$ cat config.mk
export PLATFORM = sky130hd
export DESIGN_NAME = uart_rx_data_bits
export DESIGN_NICKNAME = d
export VERILOG_FILES = /design/src/rtl/uart_rx_data_bits.sv
export SDC_FILE = /design/constraint.sdc
export NUM_CORES = 1
export LEC_CHECK = 0
export ABC_AREA = 1
export ABC_CLOCK_PERIOD_IN_PS = 2250
export BUFFER_PORTS_ARGS = -buffer_cell sky130_fd_sc_hd__buf_4
export CORE_MARGIN = 3
export CORE_UTILIZATION = 45
export CTS_CLUSTER_DIAMETER = 60
export DETAILED_ROUTE_END_ITERATION = 16
export GPL_TIMING_DRIVEN = 1
export HOLD_SLACK_MARGIN = 0.06
export PLACE_DENSITY = 0.68
export SLEW_MARGIN = 20
export SYNTH_ARGS = -nofsm -noshare
export SYNTH_HDL_FRONTEND = slang
export SYNTH_SLANG_ARGS = --single-unit
export TNS_END_PERCENT = 20
$ cat constraint.sdc
create_clock -name clock -period 2.25 [get_ports clock]
set_input_delay 0.45 -clock clock [delete_from_list [all_inputs] [get_ports clock]]
set_output_delay 0.45 -clock clock [all_outputs]
set_load 0.1 [all_outputs]
$ cat src/rtl/uart_rx_data_bits.sv
// UART receiver: start bit, NrOfDataBits data bits LSB first, one stop bit.
// Presents the received word with a one-cycle dataValid pulse or a framingError pulse.
module uart_rx_data_bits #(
    parameter int ClockFrequency = 1000000,
    parameter int BaudRate       = 9600,
    parameter int NrOfDataBits   = 8
) (
    input  logic                    clock,
    input  logic                    reset,
    input  logic                    rx,
    output logic [NrOfDataBits-1:0] data,
    output logic                    dataValid,
    output logic                    framingError,
    output logic                    busy
);

    localparam int ClocksPerBit = ClockFrequency / BaudRate;
    localparam int HalfBit      = ClocksPerBit / 2;
    localparam int CntW         = (ClocksPerBit > 2) ? $clog2(ClocksPerBit) : 2;
    localparam int BitW         = (NrOfDataBits > 1) ? $clog2(NrOfDataBits) : 1;

    localparam logic [CntW-1:0] LastClk = CntW'(ClocksPerBit - 1);
    localparam logic [CntW-1:0] HalfClk = CntW'(HalfBit - 1);
    localparam logic [CntW-1:0] OneClk  = CntW'(1);
    localparam logic [BitW-1:0] LastBit = BitW'(NrOfDataBits - 1);
    localparam logic [BitW-1:0] OneBit  = BitW'(1);

    localparam logic [1:0] StateIdle  = 2'd0;
    localparam logic [1:0] StateStart = 2'd1;
    localparam logic [1:0] StateData  = 2'd2;
    localparam logic [1:0] StateStop  = 2'd3;

    if (ClocksPerBit < 4) begin : gClocksPerBitCheck
        $error("uart_rx_data_bits: ClockFrequency/BaudRate must be at least 4");
    end
    if (NrOfDataBits < 1 || NrOfDataBits > 16) begin : gDataBitsCheck
        $error("uart_rx_data_bits: NrOfDataBits must be within 1..16");
    end

    logic                    rxSync1_q;
    logic                    rxSync2_q;
    logic                    rxS;
    logic [1:0]              flush_q;
    logic [1:0]              flush_d;
    logic                    rxPrev_q;
    logic                    rxPrev_d;
    logic [1:0]              state_q;
    logic [1:0]              state_d;
    logic [CntW-1:0]         clkCnt_q;
    logic [CntW-1:0]         clkCnt_d;
    logic [BitW-1:0]         bitCnt_q;
    logic [BitW-1:0]         bitCnt_d;
    logic [NrOfDataBits-1:0] shift_q;
    logic [NrOfDataBits-1:0] shift_d;
    logic [NrOfDataBits-1:0] shiftIn;
    logic [NrOfDataBits-1:0] data_q;
    logic [NrOfDataBits-1:0] data_d;
    logic                    dataValid_q;
    logic                    dataValid_d;
    logic                    framingError_q;
    logic                    framingError_d;

    assign rxS = rxSync2_q;

    always_comb begin
        shiftIn                 = shift_q >> 1;
        shiftIn[NrOfDataBits-1] = rxS;
    end

    // rxPrev stays 0 until the synchroniser has flushed its reset value, so a
    // line held low through reset is not mistaken for a start bit.
    always_comb begin
        flush_d        = {flush_q[0], 1'b1};
        rxPrev_d       = flush_q[1] ? rxS : 1'b0;
        state_d        = state_q;
        clkCnt_d       = clkCnt_q;
        bitCnt_d       = bitCnt_q;
        shift_d        = shift_q;
        data_d         = data_q;
        dataValid_d    = 1'b0;
        framingError_d = 1'b0;

        case (state_q)
            StateIdle: begin
                if (rxPrev_q && !rxS) begin
                    state_d  = StateStart;
                    clkCnt_d = '0;
                    bitCnt_d = '0;
                end
            end
            StateStart: begin
                if (clkCnt_q == HalfClk) begin
                    clkCnt_d = '0;
                    state_d  = rxS ? StateIdle : StateData;
                end else begin
                    clkCnt_d = clkCnt_q + OneClk;
                end
            end
            StateData: begin
                if (clkCnt_q == LastClk) begin
                    clkCnt_d = '0;
                    shift_d  = shiftIn;
                    if (bitCnt_q == LastBit) begin
                        state_d = StateStop;
                    end else begin
                        bitCnt_d = bitCnt_q + OneBit;
                    end
                end else begin
                    clkCnt_d = clkCnt_q + OneClk;
                end
            end
            StateStop: begin
                // Leaving mid stop bit lets a back-to-back start edge be caught.
                if (clkCnt_q == LastClk) begin
                    clkCnt_d       = '0;
                    state_d        = StateIdle;
                    data_d         = shift_q;
                    dataValid_d    = rxS;
                    framingError_d = !rxS;
                end else begin
                    clkCnt_d = clkCnt_q + OneClk;
                end
            end
            default: begin
                state_d = StateIdle;
            end
        endcase
    end

    always_ff @(posedge clock) begin
        if (!reset) begin
            rxSync1_q      <= 1'b1;
            rxSync2_q      <= 1'b1;
            flush_q        <= 2'b00;
            rxPrev_q       <= 1'b0;
            state_q        <= StateIdle;
            clkCnt_q       <= '0;
            bitCnt_q       <= '0;
            shift_q        <= '0;
            data_q         <= '0;
            dataValid_q    <= 1'b0;
            framingError_q <= 1'b0;
        end else begin
            rxSync1_q      <= rx;
            rxSync2_q      <= rxSync1_q;
            flush_q        <= flush_d;
            rxPrev_q       <= rxPrev_d;
            state_q        <= state_d;
            clkCnt_q       <= clkCnt_d;
            bitCnt_q       <= bitCnt_d;
            shift_q        <= shift_d;
            data_q         <= data_d;
            dataValid_q    <= dataValid_d;
            framingError_q <= framingError_d;
        end
    end

    assign data         = data_q;
    assign dataValid    = dataValid_q;
    assign framingError = framingError_q;
    assign busy         = (state_q != StateIdle) || dataValid_q || framingError_q;

endmodule

==> impl_metrics.prom, run 1 <==
# TYPE chip_impl_metric gauge
chip_impl_metric{name="final_area",unit="um2"} 1740
chip_impl_metric{name="start_util",unit=""} 0.4893
chip_impl_metric{name="synth.net_count",unit=""} 207
chip_impl_metric{name="setup_viol",unit=""} 0
chip_impl_metric{name="antenna_found_initial",unit=""} 0
chip_impl_metric{name="static-leakage-power",unit="uW"} 0.0007179
chip_impl_metric{name="ctsHtreeMaxLevel",unit=""} 2
chip_impl_metric{name="cts.repair_timing.setup_buffer_count",unit=""} 0
chip_impl_metric{name="synthToLayoutAreaGrowth",unit="%"} 12.81
chip_impl_metric{name="finalClockSkew",unit="ns"} 0.007005
chip_impl_metric{name="area_taken_by_multi_input_logic_gates",unit="um2"} 718.2
chip_impl_metric{name="post_cts_resized",unit=""} 0
chip_impl_metric{name="regArea",unit="um2"} 700.7
chip_impl_info{name="rsz0062_at_grt",value="false"} 1
chip_impl_info{name="cts_tree",value="yes"} 1
chip_impl_metric{name="cp.required",unit="ns"} 1.80
chip_impl_metric{name="wire_length_after_detailed_routing",unit="mm"} 2.990
chip_impl_metric{name="first_pass_iteration_count_of_the_detailed_router",unit=""} 4
chip_impl_metric{name="synth.lib_cells_used.distinct",unit=""} 29
chip_impl_info{name="critPathCaptureType",value="primary output"} 1
chip_impl_metric{name="numPortBuffers",unit=""} 13
chip_impl_metric{name="mapped_cell_area",unit="um2"} 1543
chip_impl_metric{name="cts-hold-fix-buffers",unit=""} 0
chip_impl_metric{name="worst_ep_arrival_time",unit="ns"} 1.35
chip_impl_metric{name="antenna_diodes",unit=""} 0
chip_impl_metric{name="min_path_cells",unit=""} 1
chip_impl_metric{name="die_area",unit="um2"} 4167
chip_impl_metric{name="grt_util_all_layers",unit=""} 0.1638
chip_impl_metric{name="max_cap_viol_count",unit=""} 0
chip_impl_metric{name="synth-seq-area-share",unit=""} 0.4542
chip_impl_metric{name="cts.path.max_buffers",unit=""} 2
chip_impl_metric{name="cp_slowest_stage_delay",unit="ns"} 0.52
chip_impl_metric{name="maximum_clock_frequency",unit="GHz"} 0.5559
chip_impl_info{name="cts_root_buffer",value="clkbuf_4"} 1
chip_impl_metric{name="tns",unit="ns"} 0
chip_impl_metric{name="first_global_vias",unit=""} 1269
chip_impl_info{name="holdPathEnd",value="flush_q[0]$_DFF_P_"} 1
chip_impl_metric{name="wire_per_inst",unit="um"} 11.41
chip_impl_metric{name="relative_slew_slack",unit=""} 0.7233
chip_impl_metric{name="global_route_wire_length_before_repair",unit="mm"} 5.444
chip_impl_metric{name="ys_seq_elements",unit=""} 35
chip_impl_metric{name="power_per_cell_area",unit="nW/um2"} 680.1
chip_impl_metric{name="finalHoldViolations",unit=""} 0
chip_impl_metric{name="worstMarginPinSlew",unit="ns"} 0.4125
chip_impl_metric{name="ioPinCount",unit=""} 14
chip_impl_info{name="timing.setup.critical_path_class",value="flip-flop to primary output"} 1
chip_impl_metric{name="share_of_the_clock_period_used_by_the_worst_path",unit=""} 0.7995
chip_impl_metric{name="maximum_number_of_pins_on_one_net_before_global_route_repair",unit=""} 20
chip_impl_metric{name="fill_cells",unit=""} 325
chip_impl_metric{name="finalWorstPathRequiredPeriod",unit="ns"} 1.799
chip_impl_info{name="min-delay-path-class",value="input port to flip-flop"} 1
chip_impl_metric{name="chipHeight",unit="um"} 64.55
chip_impl_metric{name="die_w",unit="um"} 64.55
chip_impl_info{name="worstHoldStart",value="reset"} 1
chip_impl_metric{name="hold_slack",unit="ns"} 0.2946
chip_impl_metric{name="clk_transition_reported_paths",unit="ns"} 0.10
chip_impl_metric{name="report.final.slew_viol_count",unit=""} 0
chip_impl_metric{name="yosys_warnings",unit=""} 0
chip_impl_metric{name="std_cell_rows",unit=""} 20
chip_impl_metric{name="syn-mean-instance-area",unit="um2"} 7.675
chip_impl_metric{name="globalRouteOverflowTotal",unit=""} 0
chip_impl_metric{name="max_vdd_drop",unit="mV"} 0.3839
chip_impl_info{name="critical_path.startpoint_type",value="flip-flop"} 1
chip_impl_info{name="outcome",value="complete, no violations"} 1
chip_impl_info{name="worst_r2r_endpoint",value="shift_q[7]$_SDFFE_PN0P_"} 1
chip_impl_metric{name="later_pin_clock_latency_in_the_skew_report",unit="ns"} 0.34
chip_impl_metric{name="core_area",unit="um2"} 3153
chip_impl_metric{name="regToRegSetupSlack",unit="ns"} 0.61
chip_impl_metric{name="post-dp-hpwl",unit="mm"} 2.158
chip_impl_metric{name="antenna_violating_nets_post_route",unit=""} 0
chip_impl_metric{name="post_dp_cell_area",unit="um2"} 1672
chip_impl_metric{name="place_congestion",unit=""} 0.8328
chip_impl_info{name="worst_r2r_startpoint",value="clkCnt_q[0]$_SDFFE_PN0N_"} 1
chip_impl_metric{name="worst-path-max-fanout",unit=""} 6
chip_impl_metric{name="numClockSinks",unit=""} 35
chip_impl_metric{name="drt_iter0_markers",unit=""} 48
chip_impl_metric{name="num_vias",unit=""} 1337
chip_impl_info{name="cp_cell_sequence",value="nor2_2 > nand2_1 > buf_4"} 1
chip_impl_metric{name="post_route_cells_drive_above_1_share",unit=""} 0.1972
chip_impl_metric{name="nets",unit=""} 223
chip_impl_metric{name="cts_inserted_buffers",unit=""} 5
chip_impl_metric{name="drt_drc_violations_left",unit=""} 0
chip_impl_info{name="cp_max_delay_cell",value="dfxtp_1"} 1
chip_impl_metric{name="via_per_inst",unit=""} 5.103
chip_impl_metric{name="syn_inst",unit=""} 201
chip_impl_metric{name="cell_count_of_the_worst_reg_to_reg_path",unit=""} 8
## worst max-delay path by stage
stage | slack (ns) | from | depth (start not counted) | to
floorplan | 0.08 | dataValid$_SDFF_PN0_ | 2 | busy
global placement | 0.63 | clkCnt_q[0]$_SDFFE_PN0N_ | 8 | shift_q[7]$_SDFFE_PN0P_
detailed placement | 0.63 | clkCnt_q[0]$_SDFFE_PN0N_ | 8 | shift_q[3]$_SDFFE_PN0P_
CTS | 0.45 | state_q[0]$_SDFFE_PN0P_ | 3 | busy
global route | 0.36 | state_q[0]$_SDFFE_PN0P_ | 3 | busy
finish | 0.45 | state_q[0]$_SDFFE_PN0P_ | 3 | busy
## layer usage
metal  GRT usage  vias to the layer above  routed length [um]
met5           0                        -                   0
met3     0.05893                        6                 168
met4     0.05013                        0                  40
li1            -                      690                   -
met2      0.2758                       36                1397
met1      0.1944                      605                1385
## cell type report
| cell class | count | share of cell area |
|---|---|---|
| inverter | 24 | 0.05320 |
| multi-input combinational | 137 | 0.4127 |
| sequential | 35 | 0.4026 |
| clock buffer | 8 | 0.03954 |
| tap | 44 | 0.03163 |
| timing repair buffer | 14 | 0.06039 |
## cells in the mapped netlist
library cell   n  area, um2
inv_1         18      67.56
a21oi_1       25      125.1
buf_6          1      11.26
buf_2          1      5.000
or2_2          2      12.51
dfxtp_1       35      700.7
nand3_1       24      120.1
inv_2          4      15.01
clkbuf_1       2      7.510
nor3_1         5      25.02
o21ai_1        1      5.000
o21ai_2        1      8.760
nor2_4         3      33.78
nor2_1         8      30.03
ha_1           3      37.54
nand2_4        2      22.52
buf_4          1      7.510
a31oi_1        1      6.260
o31ai_1        1      7.510
nand2_2        5      31.28
nand4_1        1      6.260
nor3_2         1      10.01
inv_4          1      6.260
nand2_1       44      165.2
nor2_2         2      12.51
o211ai_1       1      7.510
clkinv_1       1      3.750
o211ai_4       1      21.27
o21ai_0        6      30.03
## through the flow
stage          total power (uW)  cells  utilization  worst slack, ns
2_1_floorplan             783.2    201            -          0.07825
3_3_place_gp              808.2    254       0.5302           0.6339
4_1_cts                    1198    262       0.5520           0.4454
6_report                   1184    262       0.5520           0.4512
5_1_grt                    1253    262       0.5520           0.3554
3_5_place_dp              815.0    254       0.5302           0.6272
## report_power, final
group          internal [uW]  total (uW)  switching, uW
clock                    184         383            200
combinational           47.2         147           99.3
sequential               638         654           16.0
total                    869        1180            315
## sequential cells by signal (all words and copies together), names as in the netlist, 2 cells and up, named ones only
signal / count
data: 8
shift_q: 8
clkCnt_q: 7
bitCnt_q: 3
flush_q: 2
## layout by cell type (no fill, tap or decap), drive strengths merged, types with 3 or more instances in the layout
master,count
nor3,6
nand2,51
clkbuf,8
dfxtp,35
o21ai,8
inv,23
nor2,13
ha,3
buf,14
nand3,24
a21oi,25
## kinds of logic after synthesis
kind of cell    synth area share
compound gates            0.1371
flops                     0.4542
simple gates              0.3041
fa+ha+maj                0.02433
buf+inv                  0.08029
## worst max-delay path, delay by kind of cell (launching register included)
| kind | cells | cell delay, ns |
|---|---|---|
| flip-flops | 1 | 0.52 |
| buffers and inverters | 1 | 0.28 |
| AND/OR/NAND/NOR | 2 | 0.21 |
(Power assumes the default switching activity.)
==> run 2: changes to the inputs <==
- ABC_CLOCK_PERIOD_IN_PS: 2250 -> 1800
- clock period: 2.25 -> 1.8 ns (I/O delays scaled with it)
==> run 2 against run 1 <==
Against the previous run:
- critical path depth is the same
- register-to-register slack lost 0.43 ns
- combinational power grew 25%
- core utilization grew 0.95 points
- non-clock buffer count grew 1
- clock skew grew 0.0071 ns
==> impl_metrics.prom, run 2 (synthesis results as in run 1) <==
# TYPE chip_impl_metric gauge
chip_impl_metric{name="cts-hold-fix-buffers",unit=""} 0
chip_impl_metric{name="static-leakage-power",unit="uW"} 0.0007336
chip_impl_metric{name="power_report.internal_total",unit="uW"} 1185
chip_impl_metric{name="first_global_vias",unit=""} 1241
chip_impl_metric{name="post-dp-hpwl",unit="mm"} 2.132
chip_impl_metric{name="num_vias",unit=""} 1349
chip_impl_metric{name="ioPinCount",unit=""} 14
chip_impl_metric{name="cp.required",unit="ns"} 1.44
chip_impl_metric{name="fill_cells",unit=""} 317
chip_impl_metric{name="chipHeight",unit="um"} 64.55
chip_impl_metric{name="cp_slowest_stage_delay",unit="ns"} 0.51
chip_impl_metric{name="report.final.slew_viol_count",unit=""} 0
chip_impl_metric{name="worst_ep_arrival_time",unit="ns"} 1.31
chip_impl_metric{name="tns",unit="ns"} 0
chip_impl_metric{name="share_of_the_clock_period_used_by_the_worst_path",unit=""} 0.9252
chip_impl_metric{name="finalHoldViolations",unit=""} 0
chip_impl_metric{name="die_area",unit="um2"} 4167
chip_impl_metric{name="drt_iter0_markers",unit=""} 71
chip_impl_metric{name="antenna_diodes",unit=""} 0
chip_impl_metric{name="numPortBuffers",unit=""} 13
chip_impl_metric{name="core_area",unit="um2"} 3153
chip_impl_metric{name="drt_drc_violations_left",unit=""} 0
chip_impl_info{name="cts_tree",value="yes"} 1
chip_impl_metric{name="wire_length_after_detailed_routing",unit="mm"} 2.982
chip_impl_metric{name="ctsHtreeMaxLevel",unit=""} 2
chip_impl_metric{name="antenna_violating_nets_post_route",unit=""} 0
chip_impl_metric{name="power_frac_clock",unit=""} 0.372
chip_impl_info{name="outcome",value="complete, no violations"} 1
chip_impl_metric{name="cts_inserted_buffers",unit=""} 5
chip_impl_metric{name="post_route_cells_drive_above_1_share",unit=""} 0.2192
chip_impl_info{name="critPathCaptureType",value="primary output"} 1
chip_impl_metric{name="combPwrFrac",unit=""} 0.116
chip_impl_metric{name="swShare",unit=""} 0.2564
chip_impl_info{name="timing.setup.critical_path_class",value="flip-flop to primary output"} 1
chip_impl_metric{name="wire_per_inst",unit="um"} 11.34
chip_impl_metric{name="post_cts_resized",unit=""} 0
chip_impl_metric{name="relative_slew_slack",unit=""} 0.7975
chip_impl_info{name="cp_max_delay_cell",value="dfxtp_1"} 1
chip_impl_metric{name="dpl_worst_slack",unit="ns"} 0.2101
chip_impl_metric{name="power_per_cell_area",unit="nW/um2"} 900.0
chip_impl_info{name="cp_cell_sequence",value="nor2_2 > nand2_2 > buf_4"} 1
chip_impl_metric{name="synthToLayoutAreaGrowth",unit="%"} 14.76
chip_impl_metric{name="nets",unit=""} 224
chip_impl_metric{name="first_pass_iteration_count_of_the_detailed_router",unit=""} 4
chip_impl_metric{name="globalRouteOverflowTotal",unit=""} 0
chip_impl_metric{name="area_taken_by_multi_input_logic_gates",unit="um2"} 720.7
chip_impl_metric{name="cts.path.max_buffers",unit=""} 2
chip_impl_metric{name="power.share.sequential",unit=""} 0.513
chip_impl_metric{name="start_util",unit=""} 0.4893
chip_impl_info{name="rsz0062_at_grt",value="false"} 1
chip_impl_metric{name="maximum_number_of_pins_on_one_net_before_global_route_repair",unit=""} 25
chip_impl_metric{name="finalClockSkew",unit="ns"} 0.01410
chip_impl_info{name="cts_root_buffer",value="clkbuf_4"} 1
chip_impl_metric{name="later_pin_clock_latency_in_the_skew_report",unit="ns"} 0.34
chip_impl_metric{name="via_per_inst",unit=""} 5.129
chip_impl_metric{name="place_congestion",unit=""} 0.8846
chip_impl_metric{name="finalWorstPathRequiredPeriod",unit="ns"} 1.665
chip_impl_metric{name="netSwitchingPower",unit="uW"} 408.5
chip_impl_metric{name="clk_transition_reported_paths",unit="ns"} 0.09
chip_impl_metric{name="worst-path-max-fanout",unit=""} 6
chip_impl_info{name="mostFrequentLayoutCells",value="43 x nand2_1, 33 x dfxtp_1, 25 x a21oi_1"} 1
chip_impl_metric{name="grt_util_all_layers",unit=""} 0.1628
chip_impl_metric{name="cts.repair_timing.setup_buffer_count",unit=""} 0
chip_impl_metric{name="max_vdd_drop",unit="mV"} 0.5025
chip_impl_metric{name="timing.final.ws_setup",unit="ns"} 0.1346
chip_impl_metric{name="std_cell_rows",unit=""} 20
chip_impl_metric{name="setup_viol",unit=""} 0
chip_impl_info{name="critical_path.startpoint_type",value="flip-flop"} 1
chip_impl_info{name="layout.cells.most_common",value="nand2_1"} 1
chip_impl_metric{name="maximum_clock_frequency",unit="GHz"} 0.6005
chip_impl_metric{name="worstMarginPinSlew",unit="ns"} 0.3034
chip_impl_metric{name="regArea",unit="um2"} 703.2
chip_impl_metric{name="antenna_found_initial",unit=""} 0
chip_impl_metric{name="max_cap_viol_count",unit=""} 0
chip_impl_metric{name="numClockSinks",unit=""} 35
chip_impl_metric{name="die_w",unit="um"} 64.55
chip_impl_metric{name="global_route_wire_length_before_repair",unit="mm"} 5.395
chip_impl_info{name="min-delay-path-class",value="input port to flip-flop"} 1
==> run 2: changes by cell type in the layout (fill, tap and decap cells not counted) <==
cell | before | now
bufinv_16 | 0 | 1
nand2_2 | 5 | 6
buf_4 | 14 | 15
nand2_1 | 44 | 43
dfxtp_1 | 35 | 33
dfxtp_2 | 0 | 2
clkbuf_1 | 1 | 0
clkbuf_8 | 2 | 1
clkinv_2 | 0 | 1
==> run 2: final cells by class <==
cell class,instances,share of cell area
Clock inverter,2,0.01979
Sequential cell,35,0.3972
Clock buffer,6,0.02898
Timing Repair Buffer,15,0.06360
Inverter,24,0.05230
Multi-Input combinational cell,137,0.4071
Tap cell,44,0.03110
==> run 2: power by group through the flow <==
stage	clock network (uW)	registers (uW)	logic (uW)
after floorplan	0	831	149
after global placement	0	834	179
after detailed placement	0	835	184
after CTS	602	818	186
after global routing	640	820	210
final	592	817	184
==> run 2: path summary, 6_finish.rpt <==
kind | end | depth (start not counted) | slack [ns] | startpoint
max | busy | 3 | 0.13 | state_q[0]$_SDFFE_PN0P_
min | rxSync1_q$_SDFF_PN1_ | 2 | 0.21 | rx
min reg2reg | rxPrev_q$_SDFF_PN0_ | 2 | 0.41 | flush_q[1]$_SDFF_PN0_
max reg2reg | shift_q[3]$_SDFFE_PN0P_ | 8 | 0.18 | clkCnt_q[0]$_SDFFE_PN0N_
==> run 2: routing by layer <==
metal / routed length, um / share of wire / global-route usage / vias to the layer above
li1: - / - / - / 691
met1: 1337 / 0.45 / 0.1948 / 615
met2: 1425 / 0.48 / 0.2668 / 35
met3: 169 / 0.057 / 0.05719 / 8
met4: 51 / 0.017 / 0.06332 / 0
met5: 0 / 0 / 0 / -
==> run 2: per-stage QoR <==
step / instances / util / power [uW] / cell area (um2) / hold WS (ns)
2_1_floorplan: 201 / - / 980.2 / 1548 / 0.3877
3_3_place_gp: 255 / 0.5341 / 1013 / 1684 / 0.4006
3_5_place_dp: 255 / 0.5341 / 1019 / 1684 / 0.4115
4_1_cts: 263 / 0.5615 / 1605 / 1770 / 0.2010
5_1_grt: 263 / 0.5615 / 1670 / 1770 / 0.2088
6_report: 263 / 0.5615 / 1593 / 1770 / 0.2136
==> run 2: worst max-delay path: cells and delay by family (launching register included) <==
kind	cells	cell delay (ns)
flip-flops	1	0.51
buffers and inverters	1	0.28
AND/OR/NAND/NOR	2	0.19
==> run 3: changes to the inputs <==
- PLACE_DENSITY: 0.68 -> 0.64
- RECOVER_POWER: not set -> 25
- SLEW_MARGIN: 20 -> 30
==> run 3 against run 2 <==
Against the previous run:
- critical path depth stayed put
- routed wire length is 1.3% lower
- global-route usage is 0.38 points lower
- sequential power hardly changed
- clock skew is 0.0085 ns lower
- count of clock-buffer cells in the layout is 1 higher
- register-to-register slack hardly changed
- final area is 2.3% lower
- core utilization is 1.3 points lower
- via count is 2.3% lower
- combinational power hardly changed
- highest routed layer unchanged
==> impl_metrics.prom, run 3 (synthesis results as in run 1) <==
# TYPE chip_impl_metric gauge
chip_impl_metric{name="numClockSinks",unit=""} 35
chip_impl_metric{name="core_area",unit="um2"} 3153
chip_impl_metric{name="setup_viol",unit=""} 0
chip_impl_metric{name="finalWorstPathRequiredPeriod",unit="ns"} 1.698
chip_impl_metric{name="later_pin_clock_latency_in_the_skew_report",unit="ns"} 0.34
chip_impl_info{name="rsz0062_at_grt",value="false"} 1
chip_impl_metric{name="final_cells",unit=""} 263
chip_impl_metric{name="regToRegSetupSlack",unit="ns"} 0.17
chip_impl_info{name="cts_tree",value="yes"} 1
chip_impl_info{name="min-delay-path-class",value="input port to flip-flop"} 1
chip_impl_metric{name="nets",unit=""} 224
chip_impl_info{name="critPathCaptureType",value="primary output"} 1
chip_impl_metric{name="die_area",unit="um2"} 4167
chip_impl_metric{name="start_util",unit=""} 0.4893
chip_impl_metric{name="antenna_diodes",unit=""} 0
chip_impl_metric{name="share_of_the_clock_period_used_by_the_worst_path",unit=""} 0.9434
chip_impl_metric{name="ctsHtreeMaxLevel",unit=""} 2
chip_impl_metric{name="worst-path-max-fanout",unit=""} 6
chip_impl_info{name="outcome",value="complete, no violations"} 1
chip_impl_metric{name="clk_transition_reported_paths",unit="ns"} 0.10
chip_impl_metric{name="hold_slack",unit="ns"} 0.1997
chip_impl_metric{name="first_global_vias",unit=""} 1233
chip_impl_metric{name="report.final.slew_viol_count",unit=""} 0
chip_impl_metric{name="static-leakage-power",unit="uW"} 0.0007124
chip_impl_info{name="cts_root_buffer",value="clkbuf_4"} 1
chip_impl_metric{name="cts.repair_timing.setup_buffer_count",unit=""} 0
chip_impl_metric{name="global_route_wire_length_before_repair",unit="mm"} 5.168
chip_impl_metric{name="final_area",unit="um2"} 1729
chip_impl_metric{name="numPortBuffers",unit=""} 13
chip_impl_metric{name="cp.required",unit="ns"} 1.44
chip_impl_metric{name="max_vdd_drop",unit="mV"} 0.5117
chip_impl_metric{name="grt_util_all_layers",unit=""} 0.1590
chip_impl_info{name="timing.setup.critical_path_class",value="flip-flop to primary output"} 1
chip_impl_metric{name="cell_count_of_the_worst_reg_to_reg_path",unit=""} 8
chip_impl_metric{name="num_vias",unit=""} 1318
chip_impl_metric{name="via_per_inst",unit=""} 5.011
chip_impl_metric{name="power_per_cell_area",unit="nW/um2"} 842.0
chip_impl_metric{name="post_cts_resized",unit=""} 0
chip_impl_metric{name="place_congestion",unit=""} 0.8225
chip_impl_metric{name="std_cell_rows",unit=""} 20
chip_impl_metric{name="cts-hold-fix-buffers",unit=""} 0
chip_impl_metric{name="post_dp_cell_area",unit="um2"} 1684
chip_impl_metric{name="globalRouteOverflowTotal",unit=""} 0
chip_impl_metric{name="synthToLayoutAreaGrowth",unit="%"} 12.08
chip_impl_metric{name="worstMarginPinSlew",unit="ns"} 0.5447
chip_impl_metric{name="place.detailed.instances",unit=""} 255
chip_impl_metric{name="wire_per_inst",unit="um"} 11.19
chip_impl_metric{name="maximum_number_of_pins_on_one_net_before_global_route_repair",unit=""} 25
chip_impl_metric{name="chipHeight",unit="um"} 64.55
chip_impl_metric{name="post_route_cells_drive_above_1_share",unit=""} 0.2100
chip_impl_info{name="layout.cells.most_common",value="nand2_1"} 1
chip_impl_metric{name="cts.path.max_buffers",unit=""} 2
chip_impl_metric{name="wire_length_after_detailed_routing",unit="mm"} 2.943
chip_impl_metric{name="post-dp-hpwl",unit="mm"} 2.148
chip_impl_metric{name="finalClockSkew",unit="ns"} 0.005569
chip_impl_metric{name="drt_drc_violations_left",unit=""} 0
chip_impl_metric{name="die_w",unit="um"} 64.55
chip_impl_info{name="critical_path.startpoint_type",value="flip-flop"} 1
chip_impl_metric{name="maximum_clock_frequency",unit="GHz"} 0.5889
chip_impl_metric{name="antenna_violating_nets_post_route",unit=""} 0
chip_impl_metric{name="min_path_cells",unit=""} 2
chip_impl_metric{name="cts_inserted_buffers",unit=""} 5
chip_impl_metric{name="antenna_found_initial",unit=""} 0
chip_impl_metric{name="drt_iter0_markers",unit=""} 61
chip_impl_metric{name="relative_slew_slack",unit=""} 0.6384
chip_impl_metric{name="worst_ep_arrival_time",unit="ns"} 1.34
chip_impl_metric{name="finalHoldViolations",unit=""} 0
chip_impl_metric{name="tns",unit="ns"} 0
chip_impl_metric{name="first_pass_iteration_count_of_the_detailed_router",unit=""} 4
chip_impl_metric{name="max_cap_viol_count",unit=""} 0
chip_impl_metric{name="ioPinCount",unit=""} 14
chip_impl_info{name="mostFrequentLayoutCells",value="43 x nand2_1, 33 x dfxtp_1, 25 x a21oi_1"} 1
[run 3: cell types whose count changed in the layout (fill, tap and decap cells not counted), sizes merged]
cell / previous run / this run
buf: 15 / 8
bufinv: 1 / 0
clkbuf: 6 / 14
[run 3: worst max-delay path, cell delays in order (launching register included)]
cell and delay (ns):
dfxtp_1 0.52, nor2_2 0.13, nand2_2 0.07, buf_4 0.28
[run 3: final timing paths]
kind	from	endpoint
max reg2reg	clkCnt_q[0]$_SDFFE_PN0N_	shift_q[7]$_SDFFE_PN0P_
min reg2reg	rxSync1_q$_SDFF_PN1_	rxS$_SDFF_PN1_
max	state_q[0]$_SDFFE_PN0P_	busy
min	rx	rxSync1_q$_SDFF_PN1_
[run 3: final cells by class]
type	count	area [um2]
clock inverters	1	8.758
inverters	24	92.59
multi-input cells	137	720.7
clock buffers	7	55.05
well taps	44	55.05
repair buffers	15	93.84
fillers	323	1424
flip-flops and latches	35	703.2
[run 3: report_power, final]
part           leakage [uW]  internal [uW]  switching, uW
registers          0.000285            797           20.3
clock network     0.0000355            194            260
logic              0.000392           58.3            126
total              0.000712           1050            407
[run 3: per-stage QoR]
stage	setup WS [ns]	util	power (uW)
finish	0.1019	0.5484	1456
CTS	0.09237	0.5544	1479
global route	0.01345	0.5484	1544
global placement	0.2700	0.5341	1013
detailed placement	0.2076	0.5341	1021
floorplan	0.2744	-	980.2
[run 3: routing by layer]
| metal | GRT usage | routed length (um) | up-vias |
|---|---|---|---|
| li1 | - | - | 689 |
| met1 | 0.1890 | 1416 | 588 |
| met2 | 0.2526 | 1321 | 35 |
| met3 | 0.05719 | 154 | 6 |
| met4 | 0.07916 | 51 | 0 |
| met5 | 0 | 0 | - |
